==> src/rtl/exc_pkg.sv <==
// Shared types and cause codes for the LEGv8 exception controller.
package exc_pkg;

  typedef enum logic [1:0] {
    RUN     = 2'd0,
    HANDLER = 2'd1,
    FAULT   = 2'd2
  } exc_state_t;

  localparam logic [3:0] ESR_NONE    = 4'b0000;
  localparam logic [3:0] ESR_EXTIRQ  = 4'b0001;
  localparam logic [3:0] ESR_INVOP   = 4'b0010;
  localparam logic [3:0] ESR_BADERET = 4'b0100;
  localparam logic [3:0] ESR_DOUBLE  = 4'b1000;

  // EStatus bit0 mirrors ExtIRQ from maindec; only bits[3:1] are synchronous causes.
  localparam logic [3:0] SYNC_CAUSE_MASK = 4'b1110;

endpackage

==> src/rtl/irq_pending.sv <==
// External IRQ conditioning: 2-flop synchronizer, rising-edge detect and a
// single sticky pending bit cleared when the controller takes the interrupt.
module irq_pending (
  input  logic clk,
  input  logic reset,
  input  logic ExtIRQ,
  input  logic clr,
  output logic IrqPend
);

  logic sync1_reg;
  logic sync2_reg;
  logic sync2_d_reg;
  logic pend_reg;
  logic pend_next;
  logic irq_rise;

  assign irq_rise = sync2_reg & ~sync2_d_reg;

  // A fresh edge in the same cycle as the clear must not be lost.
  always_comb begin
    pend_next = pend_reg;
    if (irq_rise) begin
      pend_next = 1'b1;
    end else if (clr) begin
      pend_next = 1'b0;
    end
  end

  always_ff @(posedge clk) begin
    if (reset) begin
      sync1_reg   <= 1'b0;
      sync2_reg   <= 1'b0;
      sync2_d_reg <= 1'b0;
      pend_reg    <= 1'b0;
    end else begin
      sync1_reg   <= ExtIRQ;
      sync2_reg   <= sync1_reg;
      sync2_d_reg <= sync2_reg;
      pend_reg    <= pend_next;
    end
  end

  assign IrqPend = pend_reg;

endmodule

==> src/rtl/exception_ctrl.sv <==
// Exception entry/return sequencer for the single-cycle LEGv8 core:
// PC redirect, ELR/ESR capture, IRQ masking, ERET and double-fault halt.
module exception_ctrl
  import exc_pkg::*;
#(
  parameter int             N          = 64,
  parameter logic [N-1:0]   EXC_VECTOR = 'hD8
) (
  input  logic         clk,
  input  logic         reset,
  input  logic         ExtIRQ,
  input  logic [3:0]   EStatus,
  input  logic         ERet,
  input  logic [N-1:0] PC,
  input  logic         ELRWe,
  input  logic [N-1:0] ELRIn,
  output logic         Exc,
  output logic [N-1:0] ExcVector,
  output logic [N-1:0] ELR,
  output logic [3:0]   ESR,
  output logic         IRQMask,
  output logic         ExcAck,
  output logic         Halt
);

  exc_state_t   state_reg, state_next;
  logic [N-1:0] elr_reg, elr_next;
  logic [3:0]   esr_reg, esr_next;
  logic         mask_reg, mask_next;
  logic         ack_reg, ack_next;
  logic         halt_reg, halt_next;

  logic         irq_pend;
  logic         irq_clr;
  logic [3:0]   sync_bits;
  logic [3:0]   run_cause;

  irq_pending u_irq_pending (
    .clk     (clk),
    .reset   (reset),
    .ExtIRQ  (ExtIRQ),
    .clr     (irq_clr),
    .IrqPend (irq_pend)
  );

  // ERET outside a handler is itself an exception cause.
  assign sync_bits = EStatus & SYNC_CAUSE_MASK;
  assign run_cause = sync_bits | (ERet ? ESR_BADERET : ESR_NONE);

  always_comb begin
    state_next = state_reg;
    elr_next   = elr_reg;
    esr_next   = esr_reg;
    mask_next  = mask_reg;
    ack_next   = 1'b0;
    halt_next  = halt_reg;
    irq_clr    = 1'b0;
    Exc        = 1'b0;

    case (state_reg)
      RUN: begin
        if ((run_cause != ESR_NONE) || irq_pend) begin
          Exc        = 1'b1;
          elr_next   = PC;
          mask_next  = 1'b1;
          state_next = HANDLER;
          if (run_cause != ESR_NONE) begin
            esr_next = run_cause;
          end else begin
            esr_next = ESR_EXTIRQ;
            ack_next = 1'b1;
            irq_clr  = 1'b1;
          end
        end
      end

      HANDLER: begin
        // A synchronous fault inside the handler overrides ERET and ELR writes.
        if (sync_bits != ESR_NONE) begin
          esr_next   = sync_bits | ESR_DOUBLE;
          halt_next  = 1'b1;
          state_next = FAULT;
        end else begin
          if (ELRWe) begin
            elr_next = ELRIn;
          end
          if (ERet) begin
            mask_next  = 1'b0;
            state_next = RUN;
          end
        end
      end

      FAULT: begin
        // Frozen until reset.
      end

      default: begin
        state_next = RUN;
      end
    endcase
  end

  always_ff @(posedge clk) begin
    if (reset) begin
      state_reg <= RUN;
      elr_reg   <= '0;
      esr_reg   <= ESR_NONE;
      mask_reg  <= 1'b0;
      ack_reg   <= 1'b0;
      halt_reg  <= 1'b0;
    end else begin
      state_reg <= state_next;
      elr_reg   <= elr_next;
      esr_reg   <= esr_next;
      mask_reg  <= mask_next;
      ack_reg   <= ack_next;
      halt_reg  <= halt_next;
    end
  end

  assign ExcVector = EXC_VECTOR;
  assign ELR       = elr_reg;
  assign ESR       = esr_reg;
  assign IRQMask   = mask_reg;
  assign ExcAck    = ack_reg;
  assign Halt      = halt_reg;

endmodule
==> config.mk <==
export PLATFORM = sky130hd
export DESIGN_NAME = exception_ctrl
export DESIGN_NICKNAME = d
export VERILOG_FILES = /design/src/rtl/exc_pkg.sv /design/src/rtl/irq_pending.sv /design/src/rtl/exception_ctrl.sv
export SDC_FILE = /design/constraint.sdc
export NUM_CORES = 1
export LEC_CHECK = 0
export BUFFER_PORTS_ARGS = -buffer_cell sky130_fd_sc_hd__clkbuf_2
export CELL_PAD_IN_SITES_DETAIL_PLACEMENT = 2
export CELL_PAD_IN_SITES_GLOBAL_PLACEMENT = 2
export CORE_MARGIN = 1.5
export CORE_UTILIZATION = 23
export DETAILED_ROUTE_END_ITERATION = 8
export GPL_TIMING_DRIVEN = 0
export PLACE_DENSITY = 0.81
export SYNTH_ARGS = -nofsm -noshare
export SYNTH_HDL_FRONTEND = slang
export SYNTH_SLANG_ARGS = --single-unit
==> constraint.sdc <==
create_clock -name clk -period 2.1 [get_ports clk]
set_clock_uncertainty 0.05 [all_clocks]
set_input_delay 0.105 -clock clk [delete_from_list [all_inputs] [get_ports clk]]
set_output_delay 0.105 -clock clk [all_outputs]
set_load 0.005 [all_outputs]
==> results of run 1 <==
-- synthesized netlist by cell type --
cell	instances
buf_2	3
or3_1	1
buf_4	65
a311oi_1	1
or2_1	1
o31a_1	1
nand4b_1	1
a21oi_1	5
o21bai_1	1
conb_1	2
clkbuf_1	26
nand2b_1	2
a211oi_2	60
nor3_1	67
dfxtp_1	77
a211oi_1	6
and3_1	1
nor2b_1	5
buf_6	7
mux2i_1	65
buf_1	1
inv_1	2
nor2_1	12
-- placed cells by master, fill, tap and decap left out, types with 5 or more instances in the layout --
cell type  Yosys  final
mux2i_1       65     65
nor2_1        12     12
a21oi_1        5      5
buf_2          3      5
nor3_1        67     67
clkbuf_16      0      9
dfxtp_1       77     77
a211oi_2      60     60
conb_1         2     64
nor2b_1        5      5
buf_4         65     65
a211oi_1       6      6
clkbuf_1      26     15
buf_6          7      7
clkbuf_2       0    217
-- cell families after synthesis --
kind of cell,Yosys count
simple gates,90
other cells,2
compound gates,74
buf+inv,104
mux,65
flops,77
-- through the flow --
step | hold slack (ns) | power (uW) | worst slack [ns] | instances | setup TNS [ns]
finish | 0.0302 | 5050 | 0.167 | 928 | 0
global route | 0.0703 | 5360 | 0.0249 | 928 | 0
CTS | 0.0101 | 5150 | 0.00419 | 928 | 0
detailed placement | 0.275 | 3490 | -0.192 | 909 | -6.36
global placement | 0.273 | 3400 | -0.0951 | 909 | -1.28
floorplan | 0.164 | 2850 | 0.381 | 474 | 0
-- power by group through the flow --
stage	Combinational, uW	Clock (uW)	Sequential (uW)
final	1620	1620	1810
after detailed placement	1640	0	1850
after global routing	1790	1730	1840
after floorplan	1010	0	1840
after CTS	1650	1680	1820
after global placement	1570	0	1830
-- cell type report --
| type | count | area share, % |
|---|---|---|
| multi-input cells | 293 | 35.9 |
| flip-flops and latches | 77 | 25.3 |
| repair buffers | 209 | 17.4 |
| plain buffers | 102 | 11.5 |
| well taps | 229 | 4.70 |
| clock buffers | 13 | 4.43 |
| clock inverters | 3 | 0.698 |
| inverters | 2 | 0.123 |
-- repair_timing --
action                     in CTS  in global routing
hold endpoints to repair        3                  0
pin swaps                       0                  0
hold buffers                    3                  0
setup endpoints to repair      50                 48
setup buffers                   0                  0
resized for setup               8                 11
-- worst max-delay path, cell delays in order (launching register included) --
cell and delay, ns:
dfxtp_1 0.39, nor2b_1 0.23, buf_4 0.30, clkbuf_2 0.37, mux2i_1 0.33, a211oi_2 0.11
-- worst min-delay path by stage --
stage | endpoint | slack [ns] | cells past startpoint
floorplan | IRQMask | 0.16 | 1
global placement | u_irq_pending.sync1_reg | 0.27 | 2
detailed placement | u_irq_pending.sync1_reg | 0.28 | 2
CTS | ESR[1] | 0.01 | 3
global route | ESR[1] | 0.07 | 3
finish | ESR[1] | 0.03 | 3
-- routing by layer --
| metal | vias to the layer above | wire length, um |
|---|---|---|
| li1 | 1923 | - |
| met1 | 1943 | 5710 |
| met2 | 171 | 8020 |
| met3 | 17 | 1270 |
| met4 | 0 | 214 |
| met5 | - | 0 |
==> impl_metrics.csv, run 1 <==
group,metric,value,unit
outcome,outcome,"finished, final reports clean",
place,place.gp.congestion,0.703,
cells_and_area,diodes,0,
place,dp_hpwl,12300,um
clocking,cts.sinks,77,
cells_and_area,multi_input_area,2190,um^2
clocking,insertion_delay,0.33,ns
critical_path,r2r-start,"state_reg[0]",
timing,timing.fmax,517,MHz
cells_and_area,fillers,2061,
floorplan,io_pins,273,
power,p_seq_share,35.9,%
power,vdd_drop_max,0.399,mV
global_route,grt_use_met3,4.57,%
clocking,cts_root_buffer,"clkbuf_16",
global_route,grt_use_met2,29.4,%
drt,drtIter0Drc,44,
drt,routedWlPerCell,16.4,um
clocking,cts-htree-levels,3,
clocking,numCtsBuffers,9,
cells_and_area,largest_reg_flops,64,
logic_synthesis,synth_seq_cells,77,
logic_synthesis,synthXorXnorAreaFrac,0,%
global_route,grt_util_all_layers,15.7,%
power,power.switching,1590,uW
timing,slew_headroom,46.3,%
global_route,first_global_vias,4383,
power,p_sw_share,31.4,%
critical_path,ff2ff_path_depth,5,
floorplan,core_area,17900,um^2
logic_synthesis,synth_compound_area_share,20.2,%
critical_path,endpoint_kind,"flip-flop",
drt,vias,4054,
logic_synthesis,syn_inst,412,
place,portBuffers,206,
critical_path,critPathLaunchType,"flip-flop",
job,maxCapViolCount,0,
power,p_leak,0.00289,uW
cells_and_area,final-seq-area,1540,um^2
critical_path,critPathKind,"flip-flop to flip-flop",
drt,ant_nets,0,
logic_synthesis,yosys.area_share.simple,10.8,%
critical_path,reg2reg_slack,0.17,ns
timing,fin_crit_sh,92.0,%
logic_synthesis,synth_area_per_cell,10.2,um^2
floorplan,die-width,138,um
critical_path,cp-startpoint,"state_reg[0]",
logic_synthesis,synth.area.mux_share,15.5,%
timing,period_needed,1.93,ns
critical_path,rr_endpoint,"ELR[40]",
logic_synthesis,yosysWarnings,0,
timing,rsz0062_at_grt,"no",
floorplan,initial_core_util,23.4,%
floorplan,design.die.area,19000,um^2
clocking,tritoncts,"done",
global_route,grt_max_degree,13,
hold_path,worstHoldPathType,"input pin to flip-flop",
logic_synthesis,yosys.area_share.adder,0,%
logic_synthesis,synth.top_cell.area_share,36.8,%
cells_and_area,area_growth_syn_to_layout,45.6,%
logic_synthesis,synth_seq_area_share,36.8,%
clocking,clk_pin_slew_worst_paths,0.06,ns
timing,drv_slew,0,
clocking,cts_max_path_buffers,2,
timing,setup_viol,0,
floorplan,die_h,138,um
power,p_clk_share,32.0,%
global_route,gr-total-overflow,0,
cells_and_area,nNetsFinal,831,
cells_and_area,drive_above_1_share,52.8,%
global_route,antenna_found_initial,0,
place,dpl_cell_area,5740,um^2
timing,worstMarginPinSlew,0.805,ns
critical_path,crit_fanout,10,
power,intPower,3470,uW
drt,first_pass_iters,4,
power,combPwrFrac,32.1,%
power,power.density,829,nW/um^2
logic_synthesis,synth_area,4190,um^2
cells_and_area,fin_util,34.1,%
drt,drcViolationCount,0,
critical_path,crit_arrival,2.06,ns
floorplan,rows,49,
drt,viasPerCell,4.37,
critical_path,endpoint,"ELR[40]",
drt,wl,15200,um
logic_synthesis,synth_area_leader_cell,"dfxtp_1",
logic_synthesis,synth_top_family_by_area,"compound AO/OA/AOI/OAI gates",
hold_path,min-delay-start,"EStatus[1]",
global_route,grt_pass1_wl,22500,um
critical_path,required,2.23,ns
logic_synthesis,ys_top_cells_by_area,"dfxtp_1 (37%), a211oi_2 (18%), mux2i_1 (16%), buf_4 (12%), nor3_1 (8.0%)",
global_route,use_met1,16.7,%
global_route,top_usage_layer,"met2",
cells_and_area,fin_area,6100,um^2
timing,hold_viol,0,
logic_synthesis,yosysUniqueCellTypes,23,
(Power assumes the default switching activity.)
==> inputs of run 2 (changes only) <==
--- a/config.mk
+++ b/config.mk
@@ -6,13 +6,11 @@
 export NUM_CORES = 1
 export LEC_CHECK = 0
 export BUFFER_PORTS_ARGS = -buffer_cell sky130_fd_sc_hd__clkbuf_2
-export CELL_PAD_IN_SITES_DETAIL_PLACEMENT = 2
-export CELL_PAD_IN_SITES_GLOBAL_PLACEMENT = 2
-export CORE_MARGIN = 1.5
-export CORE_UTILIZATION = 23
+export CORE_AREA = 2 2 105 107
 export DETAILED_ROUTE_END_ITERATION = 8
+export DIE_AREA = 0 0 107 109
 export GPL_TIMING_DRIVEN = 0
-export PLACE_DENSITY = 0.81
+export PLACE_DENSITY = 0.73
 export SYNTH_ARGS = -nofsm -noshare
 export SYNTH_HDL_FRONTEND = slang
 export SYNTH_SLANG_ARGS = --single-unit
==> impl_metrics.csv, run 2 (synthesized netlist as in run 1, its figures left out) <==
group,metric,value,unit
outcome,outcome,"finished, final reports clean",
critical_path,critPathLaunchType,"flip-flop",
global_route,antenna_found_initial,0,
clocking,tritoncts,"done",
drt,drcViolationCount,0,
floorplan,io_pins,273,
power,power.density,789,nW/um^2
timing,slew_headroom,49.1,%
clocking,insertion_delay,0.35,ns
floorplan,initial_core_util,39.5,%
timing,setup_viol,0,
timing,period_needed,1.97,ns
global_route,first_global_vias,3761,
critical_path,crit_chain,"nor2_1, o31a_1, buf_2, clkbuf_1, clkbuf_2",
global_route,gr-total-overflow,0,
cells_and_area,drive_above_1_share,52.0,%
cells_and_area,area_growth_syn_to_layout,41.0,%
drt,wl,11900,um
drt,first_pass_iters,4,
clocking,cts.sinks,77,
timing,timing.fmax,508,MHz
timing,finalSetupTns,0,ns
floorplan,design.die.area,11700,um^2
drt,vias,3877,
clocking,cts_max_path_buffers,2,
clocking,clk_pin_slew_worst_paths,0.08,ns
place,portBuffers,206,
timing,hold_viol,0,
critical_path,crit_buf_inv,3,
critical_path,required,1.95,ns
cells_and_area,largest_reg_flops,64,
place,place.gp.congestion,0.772,
job,maxCapViolCount,0,
critical_path,endpoint_kind,"output port",
timing,worstMarginPinSlew,0.763,ns
floorplan,rows,38,
timing,rsz0062_at_grt,"no",
place,dp_hpwl,9620,um
critical_path,crit_slowest_cell,"clkbuf_1",
floorplan,die_h,109,um
cells_and_area,layout_commonest_cell,"clkbuf_2",
critical_path,crit_arrival,1.82,ns
cells_and_area,diodes,0,
drt,ant_nets,0,
cells_and_area,fin_area,5910,um^2
drt,routedWlPerCell,14.2,um
floorplan,die-width,107,um
cells_and_area,layout_common_cells,"clkbuf_2 (213), dfxtp_1 (77), nor3_1 (67)",
clocking,numCtsBuffers,9,
drt,drtIter0Drc,81,
power,p_total,4660,uW
drt,viasPerCell,4.62,
timing,setup_slack,0.130,ns
global_route,grt_max_degree,15,
clocking,cts_setup_buffers,0,
critical_path,slowest_delay,0.44,ns
floorplan,core_area,10600,um^2
power,vdd_drop_max,0.499,mV
global_route,grt_pass1_wl,18300,um
cells_and_area,nNetsFinal,832,
hold_path,worstHoldPathType,"input pin to flip-flop",
clocking,cts_root_buffer,"clkbuf_8",
global_route,grt_util_all_layers,20.2,%
timing,drv_slew,0,
timing,holdWs,0.0293,ns
place,dpl_cell_area,5630,um^2
timing,fin_crit_sh,93.8,%
critical_path,crit_fanout,10,
critical_path,critPathKind,"flip-flop to output port",
power,p_leak,0.00283,uW
clocking,cts-htree-levels,3,
place,place_ws,-0.0343,ns
critical_path,crit_family,"buffers and inverters",
==> run 2: final timing paths <==
check,slack [ns],cells past startpoint,endpoint,startpoint
worst max-delay path,0.13,5,Exc,state_reg[1]
worst min-delay path,0.03,3,ELR[18],PC[18]
worst min register to register,0.40,1,u_irq_pending.sync2_reg,u_irq_pending.sync1_reg
worst max register to register,0.19,6,ELR[41],state_reg[0]
==> run 2: through the flow <==
| stage | util (%) | cells |
|---|---|---|
| after floorplan | - | 474 |
| after global placement | 53.1 | 820 |
| after detailed placement | 53.1 | 820 |
| after CTS | 55.6 | 840 |
| after global routing | 55.7 | 840 |
| final | 55.7 | 840 |
==> run 2: final cells by class <==
class                   count  area [um^2]
multi-input cells         293         2190
plain buffers             102          692
clock inverters             6         92.6
flip-flops and latches     77         1540
well taps                 140          175
inverters                   2         7.51
repair buffers            210         1070
clock buffers              10          138
fillers                   996         4700
==> run 2: worst reg2reg max path, cell delays in order (launching register included) <==
cell,delay (ns)
dfxtp_1,0.39
nor2b_1,0.22
and3_1,0.19
buf_2,0.25
buf_1,0.41
nor3_1,0.11
a211oi_2,0.22
==> run 2: per-layer routing <==
metal	vias up	GRT usage, %	wire length, um
met5	-	0	0
met4	0	6.68	173
met3	13	6.75	1110
met2	174	36.2	6030
met1	1759	22.5	4610
li1	1931	-	-
==> run 2: repair_timing <==
item                                   in CTS  in global routing
setup endpoints to repair                   1                 39
endpoints found under the hold margin       4                  0
resized for setup                           1                 12
hold buffers                                4                  0
==> run 2: report_power, final <==
part	switching (uW)	leakage [uW]	internal [uW]	total, uW
Clock	587	0.000110	710	1300
Combinational	793	0.00208	764	1560
Sequential	125	0.000640	1680	1810
